**src/rtl/dram_arb_pkg.sv**
```systemverilog
// dram_arb_pkg: shared types and constants for the two-port DRAM arbiter.
//   dram_arb_state_t : arbiter FSM states
//   dram_arb_req_t   : request payload at the default bus widths
//   NUM_PORTS        : number of requesters
package dram_arb_pkg;

  localparam int unsigned NUM_PORTS          = 2;
  localparam int unsigned APP_ADDR_WIDTH_DEF = 28;
  localparam int unsigned APP_DATA_WIDTH_DEF = 128;
  localparam int unsigned APP_MASK_WIDTH_DEF = APP_DATA_WIDTH_DEF / 8;

  typedef enum logic [1:0] {
    IDLE  = 2'd0,
    CMD   = 2'd1,
    RWAIT = 2'd2
  } dram_arb_state_t;

  typedef struct packed {
    logic                            wen;
    logic [APP_ADDR_WIDTH_DEF-2:0]   addr;
    logic [APP_DATA_WIDTH_DEF-1:0]   wdata;
    logic [APP_MASK_WIDTH_DEF-1:0]   wmask;
  } dram_arb_req_t;

endpackage

```
**src/rtl/dram_arb_pick.sv**
```systemverilog
// dram_arb_pick: combinational winner select for the two requesters.
//   req      : request vector, bit N = port N
//   ptr      : port that wins when both request
//   grant_c  : some port is requesting
//   winner_c : index of the winning port (only meaningful with grant_c)
module dram_arb_pick
  import dram_arb_pkg::*;
(
  input  logic [NUM_PORTS-1:0] req,
  input  logic                 ptr,
  output logic                 grant_c,
  output logic                 winner_c
);

  // A lone requester always wins; the pointer only breaks ties.
  always_comb begin
    grant_c  = |req;
    winner_c = 1'b0;
    if (req[0] && req[1]) begin
      winner_c = ptr;
    end else if (req[1]) begin
      winner_c = 1'b1;
    end
  end

endmodule

```
**src/rtl/dram_arbiter.sv**
```systemverilog
// dram_arbiter: shares one DRAM user interface between port 0 (data) and
// port 1 (instruction fill). One command outstanding at a time; read data
// is routed to the issuing port; a read timeout recovers a lost response.
//   clock/resetn        : DRAM user clock, async active-low reset
//   pN_req/wen/addr/... : requester command, held until pN_ack
//   pN_ack              : command accepted by DRAM (combinational pulse)
//   pN_rdata/rvalid     : read return, combinational from the DRAM side
//   pN_rerr             : read timed out (combinational pulse, rdata = 0)
//   dram_*              : DRAM wrapper command / response interface
// Build option: DRAM_ARB_ROUND_ROBIN_EN selects round-robin arbitration
// instead of fixed priority (port 0 first).
module dram_arbiter
  import dram_arb_pkg::*;
#(
  parameter int unsigned APP_ADDR_WIDTH = 28,
  parameter int unsigned APP_DATA_WIDTH = 128,
  parameter int unsigned APP_MASK_WIDTH = 16,
  parameter int unsigned TIMEOUT_CYCLES = 1023
) (
  input  logic                      clock,
  input  logic                      resetn,
  input  logic                      p0_req,
  input  logic                      p0_wen,
  input  logic [APP_ADDR_WIDTH-2:0] p0_addr,
  input  logic [APP_DATA_WIDTH-1:0] p0_wdata,
  input  logic [APP_MASK_WIDTH-1:0] p0_wmask,
  output logic                      p0_ack,
  output logic [APP_DATA_WIDTH-1:0] p0_rdata,
  output logic                      p0_rvalid,
  output logic                      p0_rerr,
  input  logic                      p1_req,
  input  logic                      p1_wen,
  input  logic [APP_ADDR_WIDTH-2:0] p1_addr,
  input  logic [APP_DATA_WIDTH-1:0] p1_wdata,
  input  logic [APP_MASK_WIDTH-1:0] p1_wmask,
  output logic                      p1_ack,
  output logic [APP_DATA_WIDTH-1:0] p1_rdata,
  output logic                      p1_rvalid,
  output logic                      p1_rerr,
  output logic                      dram_ren,
  output logic                      dram_wen,
  output logic [APP_ADDR_WIDTH-2:0] dram_addr,
  output logic [APP_DATA_WIDTH-1:0] dram_wdata,
  output logic [APP_MASK_WIDTH-1:0] dram_wmask,
  input  logic                      dram_busy,
  input  logic                      dram_init_calib_complete,
  input  logic [APP_DATA_WIDTH-1:0] dram_rdata,
  input  logic                      dram_rdata_valid
);

  localparam int unsigned CNT_W = $clog2(TIMEOUT_CYCLES + 1);

  dram_arb_state_t state_q, state_d;
  logic            owner_q;
  logic [CNT_W-1:0] cnt_q;
  logic            rr_ptr;
  logic            pick_grant_c, pick_winner_c;
  logic            grant_c, accept_c, rsp_c, timeout_c;

  logic                      win_wen;
  logic [APP_ADDR_WIDTH-2:0] win_addr;
  logic [APP_DATA_WIDTH-1:0] win_wdata;
  logic [APP_MASK_WIDTH-1:0] win_wmask;

`ifdef DRAM_ARB_ROUND_ROBIN_EN
  // Pointer holds the port that wins the next tie; flips away from each winner.
  logic rr_ptr_q;
  always_ff @(posedge clock or negedge resetn) begin
    if (!resetn) begin
      rr_ptr_q <= 1'b0;
    end else if (grant_c) begin
      rr_ptr_q <= ~pick_winner_c;
    end
  end
  assign rr_ptr = rr_ptr_q;
`else
  assign rr_ptr = 1'b0;
`endif

  dram_arb_pick u_pick (
    .req      ({p1_req, p0_req}),
    .ptr      (rr_ptr),
    .grant_c  (pick_grant_c),
    .winner_c (pick_winner_c)
  );

  // Winning request fields
  always_comb begin
    win_wen   = pick_winner_c ? p1_wen   : p0_wen;
    win_addr  = pick_winner_c ? p1_addr  : p0_addr;
    win_wdata = pick_winner_c ? p1_wdata : p0_wdata;
    win_wmask = pick_winner_c ? p1_wmask : p0_wmask;
  end

  // State register
  always_ff @(posedge clock or negedge resetn) begin
    if (!resetn) begin
      state_q <= IDLE;
    end else begin
      state_q <= state_d;
    end
  end

  // Next state and per-port handshake/response outputs
  always_comb begin
    state_d   = state_q;
    grant_c   = 1'b0;
    accept_c  = 1'b0;
    rsp_c     = 1'b0;
    timeout_c = 1'b0;
    case (state_q)
      IDLE: begin
        if (dram_init_calib_complete && pick_grant_c) begin
          grant_c = 1'b1;
          state_d = CMD;
        end
      end
      CMD: begin
        // dram_wen mirrors the latched command type while in CMD
        if (!dram_busy) begin
          accept_c = 1'b1;
          state_d  = dram_wen ? IDLE : RWAIT;
        end
      end
      RWAIT: begin
        // Data arriving on the last allowed cycle takes precedence over the timeout
        if (dram_rdata_valid) begin
          rsp_c   = 1'b1;
          state_d = IDLE;
        end else if (cnt_q == CNT_W'(TIMEOUT_CYCLES - 1)) begin
          timeout_c = 1'b1;
          state_d   = IDLE;
        end
      end
      default: state_d = IDLE;
    endcase

    p0_ack    = accept_c & ~owner_q;
    p1_ack    = accept_c &  owner_q;
    p0_rvalid = rsp_c & ~owner_q;
    p1_rvalid = rsp_c &  owner_q;
    p0_rerr   = timeout_c & ~owner_q;
    p1_rerr   = timeout_c &  owner_q;
    p0_rdata  = p0_rvalid ? dram_rdata : '0;
    p1_rdata  = p1_rvalid ? dram_rdata : '0;
  end

  // Command registers, owner and read timeout counter
  always_ff @(posedge clock or negedge resetn) begin
    if (!resetn) begin
      owner_q    <= 1'b0;
      dram_ren   <= 1'b0;
      dram_wen   <= 1'b0;
      dram_addr  <= '0;
      dram_wdata <= '0;
      dram_wmask <= '0;
      cnt_q      <= '0;
    end else begin
      if (grant_c) begin
        owner_q    <= pick_winner_c;
        dram_ren   <= ~win_wen;
        dram_wen   <= win_wen;
        dram_addr  <= win_addr;
        dram_wdata <= win_wdata;
        dram_wmask <= win_wmask;
      end
      if (accept_c) begin
        dram_ren <= 1'b0;
        dram_wen <= 1'b0;
        cnt_q    <= '0;
      end else if (state_q == RWAIT) begin
        cnt_q <= (rsp_c || timeout_c) ? '0 : cnt_q + CNT_W'(1);
      end
    end
  end

endmodule

```
**config.mk**
```make
export PLATFORM = sky130hd
export DESIGN_NAME = dram_arbiter
export DESIGN_NICKNAME = d
export VERILOG_FILES = /design/src/rtl/dram_arb_pkg.sv /design/src/rtl/dram_arb_pick.sv /design/src/rtl/dram_arbiter.sv
export SDC_FILE = /design/constraint.sdc
export NUM_CORES = 1
export LEC_CHECK = 0
export BUFFER_PORTS_ARGS = -buffer_cell sky130_fd_sc_hd__buf_2
export CAP_MARGIN = 20
export CORE_AREA = 2 2 356 358
export DETAILED_ROUTE_END_ITERATION = 10
export DIE_AREA = 0 0 358 360
export GPL_TIMING_DRIVEN = 0
export SLEW_MARGIN = 10
export SYNTH_ARGS = -nofsm -noshare
export SYNTH_HDL_FRONTEND = slang
export SYNTH_SLANG_ARGS = --single-unit
```
**constraint.sdc**
```tcl
create_clock -name clock -period 3.05 [get_ports clock]
set_clock_uncertainty 0.1 [all_clocks]
set_input_delay 0.61 -clock clock [delete_from_list [all_inputs] [get_ports clock]]
set_output_delay 0.61 -clock clock [all_outputs]
set_load 0.005 [all_outputs]
```
Yosys cells after proc, flatten, opt, wreduce, memory -nomap -nowiden
Index checks and enable logic that the tools add are counted.
{"block": "word_totals", "reg_bits": 186, "in_bits": 479, "output_inout_bits": 435, "elab_cells": 61}
{"block": "op_classes", "addsub": 1, "eq_ne": 6, "muxes": 30, "bitwise": 8, "n_reduce_logical": 8}
{"op": "$mux 128", "count": 3}
{"op": "$mux 10", "count": 3}
{"op": "$mux 27", "count": 1}
{"op": "$mux 1", "count": 16}
{"op": "$mux 16", "count": 1}
{"op": "$add 10x1->10 const B", "count": 1}
{"op": "$eq 10x10->1 const B", "count": 1}
{"op": "$mux 2", "count": 5}
{"op": "$and 1x1->1", "count": 6}
{"op": "$pmux 2 s3", "count": 1}
{"op": "$ne 2x2->1 const B", "count": 2}
{"op": "$reduce_bool 2->1", "count": 2}
{"op": "$ne 3x3->1 const B", "count": 1}
{"op": "$reduce_and 3->1", "count": 1}
{"op": "$eq 2x1->1 const B", "count": 1}
{"op": "$eq 2x2->1 const B", "count": 1}
{"op": "$logic_and 1x1->1", "count": 2}
{"op": "$logic_not 2->1", "count": 1}
{"op": "$not 1->1", "count": 2}
{"op": "$reduce_or 2->1", "count": 1}
{"op": "$logic_or 1x1->1", "count": 1}

Logic depth before layout (Yosys ltp)
{"block": "logic_depth", "ltp_word": 8, "ltp_mapped": 7, "ltp_nobuf": 6}

By module
Synthesis repeated with hierarchy kept, for this count alone.
{"block": "unflattened", "hier_cells": 1123, "hier_area_um2": 10385.0}
{"mod": "dram_arbiter", "instances": 1, "cells_each": 1120, "area_each_um2": 10367.4, "seq_area_each_um2": 4654.5}
{"mod": "dram_arb_pick", "instances": 1, "cells_each": 3, "area_each_um2": 17.5, "seq_area_each_um2": 0.0}

Least setup slack after synthesis
Ideal clock, no wire load.
{"block": "synth_timing", "path_kind": "register to output", "start": "reg state_q[0]", "end": "out p0_rdata[108]", "arrival_time_ns": 1.342, "required_ns": 2.340, "path_slack_ns": 0.998, "path_stages_with_launch": 6, "path_buffers": 2, "path_cell_list": "dfrtp_1 -> nor2b_1 -> and3_1 -> clkbuf_1 -> clkbuf_1 -> and2_1"}
{"block": "synth_between", "elab_chain_cells": 4}
{"item": "start, declared", "line_no": "dram_arbiter.sv:53", "rtl": "dram_arb_state_t state_q, state_d;"}
{"item": "start signal, assigned", "line_no": "dram_arbiter.sv:100", "rtl": "state_q <= state_d;"}
{"item": "$eq 2x2->1", "line_no": "dram_arbiter.sv:111", "rtl": "case (state_q)"}
{"item": "$mux 1", "line_no": "dram_arbiter.sv:111"}
{"item": "$and 1x1->1", "line_no": "dram_arbiter.sv:140", "rtl": "p0_rvalid = rsp_c & ~owner_q;"}
{"item": "$mux 128", "line_no": "dram_arbiter.sv:144", "rtl": "p0_rdata = p0_rvalid ? dram_rdata : '0;"}
{"item": "end, declared", "line_no": "dram_arbiter.sv:28", "rtl": "output logic [APP_DATA_WIDTH-1:0] p0_rdata,"}
No other way between the ends.

Worst setup path after layout
{"block": "layout_timing", "start": "reg state_q[0]", "end": "out p1_rdata[11]"}
{"block": "layout_between", "elab_chain_cells": 4}
{"item": "$eq 2x2->1", "line_no": "dram_arbiter.sv:111"}
{"item": "$mux 1", "line_no": "dram_arbiter.sv:111"}
{"item": "$and 1x1->1", "line_no": "dram_arbiter.sv:141", "rtl": "p1_rvalid = rsp_c & owner_q;"}
{"item": "$mux 128", "line_no": "dram_arbiter.sv:145", "rtl": "p1_rdata = p1_rvalid ? dram_rdata : '0;"}
{"item": "end, declared", "line_no": "dram_arbiter.sv:37", "rtl": "output logic [APP_DATA_WIDTH-1:0] p1_rdata,"}
No other way between the ends.

==> impl_metrics.tcl <==
set metrics [dict create \
    postSynthCellCount 1120 \
    vias_per_cell 3.49 \
    grt_max_degree 94 \
    tightest_slew_ns 0.982 \
    clock_latency_ns 0.50 \
    gr-usage-all-layers 0.156 \
    hold_depth 3 \
    design_area_um2 17800 \
    p_per_area_nw_per_um2 645 \
    worstPathArrival_ns 2.16 \
    drc_errors 0 \
    synth_fa_ha_area_frac 0.00243 \
    min_to "dram_addr[16]" \
    critPathMaxFanout 10 \
    synth_xor_area_frac 0 \
    io_buffers 913 \
    holdWs_ns 0.254 \
    start_kind "flip-flop" \
    rows 130 \
    place_area_um2 17000 \
    antenna_found_initial 160 \
    avgRoutedWirePerCell_um 27.6 \
    reg2reg_slack_ns 0.43 \
    finalSetupViolations 0 \
    syn_nets 1601 \
    fmax_mhz 348 \
    setup_slack_ns 0.176 \
    place_hpwl_mm 92.9 \
    slew_viol_final 0 \
    worstReg2RegStart "state_q[0]" \
    die_x_um 358 \
    finalHoldViolations 0 \
    vias 13100 \
    cts_tree "built" \
    pin_count 914 \
    grt.overflow.total 0 \
    synth-simple-area-share 0.240 \
    drtPass1Iterations 4 \
    synth_area_um2 10300 \
    numClockSinks 186 \
    seq_area_frac_synth 0.451 \
    multi_input_area_um2 5250 \
    worstSetupPathType "flip-flop to output pin" \
    status "finished clean" \
    cap_violations 0 \
    min_period_ns 2.87 \
    yosysWarnings 0 \
    cts_max_level 4 \
    required_ns 2.34 \
    vdd_drop_max_mv 0.555 \
    areaGrowthSynthToFinish_pct 73.1 \
    power.total_mw 11.5 \
    cts_inserted_buffers 17 \
    die_h_um 360 \
    final_antenna_net_count 0 \
    p_leak_nw 9.26 \
    regArea_um2 4660 \
    routed_wl_mm 104 \
    drive_gt1_frac 0.492 \
    hold_path.class "primary input to flip-flop" \
    first_iter_violations 909 \
    period_share 0.942 \
    post_cts_buffers 0 \
    die_area_um2 129000 \
    max_slew_margin 0.345 \
    clkTransAtPathRegs_ns 0.08 \
    cts_buffer_depth 2 \
    yosysUniqueCellTypes 31 \
    synth_compound_area_frac 0.0960 \
    reg2regPathDepth 7 \
    r2r-end "dram_wmask[12]" \
    crit_path_end_kind "output pin" \
    rsz0062_at_grt "no" \
    syn_avg_cell_area_um2 9.21 \
    root_buffer "clkbuf_16" \
    grt_pass1_vias 12300 \
    core_area_um2 125000 \
    fillers 14500 \
    synth.mux.area_fraction 0.170 \
    synth_top_family_by_area "simple AND/OR/NAND/NOR gates" \
    gp_congestion 0.936 \
    final_nets 2536 \
    ys_ff_latch 186 \
    grt_pass1_wl_mm 129 \
    holdCritStartpoint "p0_addr[16]" \
    start_util 0.0826 \
    place_ws_ns -0.416 \
]
==> worst max-delay path: stages, from the launching register on <==
cell      delay [ns]
dfrtp_1         0.42
nor2b_2         0.18
and3_1          0.24
buf_6           0.20
clkbuf_1        0.26
and2_1          0.20
buf_2           0.13
==> power breakdown <==
part,switching (mW),internal (mW),leakage [nW]
registers,0.651,3.58,2.32
clock network,1.39,1.12,0.288
logic,2.94,1.84,6.66
total,4.98,6.54,9.26
==> cells in the final DEF (no fill, tap or decap), drive strengths merged, types with 2 or more instances in the layout <==
cell type,count
mux2,3
dfrtp,186
clkbuf,64
mux2i,172
nor2,3
o21ai,181
inv,16
nand2,177
clkinv,5
clkinvlp,3
buf,955
diode,38
ha,2
and2,259
and3,3
or3,8
a21oi,7
nor2b,3
nand3,8
==> layer usage <==
metal | up-vias | track usage | part of all wire
met4 | 64 | 0.0409 | 0.033
met1 | 6227 | 0.179 | 0.39
met2 | 870 | 0.259 | 0.46
li1 | 5638 | - | -
met3 | 295 | 0.0713 | 0.11
met5 | - | 0 | 0.0043
==> cells in the mapped netlist, drive strengths merged <==
library cell	count	area share
dfrtp	186	0.45
ha	2	0.0024
nand3b	1	0.00073
nor2	3	0.0011
or3b	1	0.00085
o2bb2ai	1	0.00085
nand3	8	0.0049
mux2	3	0.0033
nor3b	1	0.00073
inv	9	0.0033
o21ai	181	0.088
a21oi	7	0.0034
nand2	177	0.064
clkbuf	49	0.018
nor4	1	0.00061
o211ai	1	0.00073
mux2i	172	0.17
nand2b	1	0.00061
o31ai	1	0.00073
o31a	1	0.00097
and2	259	0.16
or4	1	0.00073
and3	3	0.0019
o21bai	1	0.00073
buf	38	0.018
or3	8	0.0050
nor2b	3	0.0018
a211oi	1	0.00073
==> cell type report <==
type / instances / share of cell area
Timing Repair Buffer: 917 / 0.261
Clock buffer: 17 / 0.0238
Tap cell: 1650 / 0.116
Buffer: 86 / 0.0262
Clock inverter: 15 / 0.0108
Sequential cell: 186 / 0.261
Multi-Input combinational cell: 838 / 0.294
Inverter: 9 / 0.00189
Antenna cell: 38 / 0.00533
==> flip-flops by register name, summed over array words and instances, names as in the netlist <==
signal	flops
dram_wmask	16
state_q	2
dram_wen	1
owner_q	1
cnt_q	10
dram_wdata	128
dram_ren	1
dram_addr	27
==> worst max-delay path by stage <==
stage	depth (start not counted)	from	endpoint
floorplan	5	state_q[0]	p0_rdata[108]
global placement	1	resetn	dram_wmask[14]
detailed placement	5	p1_req	dram_addr[16]
CTS	6	state_q[0]	p1_rdata[107]
global route	6	owner_q	p0_rdata[97]
finish	6	state_q[0]	p1_rdata[11]
==> what timing repair did <==
item                                   in CTS  in global routing
endpoints found under the hold margin      10                  0
setup endpoints to repair                 236                 63
resized for setup                          33                 17
hold buffers                                1                  0
==> stage by stage <==
stage	setup TNS [ns]	util	instances
6_report	0	0.143	3756
5_1_grt	0	0.142	3735
4_1_cts	0	0.142	3717
3_5_place_dp	-25.51	0.136	3685
3_3_place_gp	-470.55	0.136	3683
2_1_floorplan	0	-	1120
==> kinds of logic after synthesis <==
logic type	count (synthesis)
flip-flops	186
AO/OA/AOI/OAI	194
AND/OR/NAND/NOR	467
multiplexers	175
adder cells (fa/ha/maj)	2
buffers and inverters	96
No activity file was read; power rests on OpenSTA's default activity.
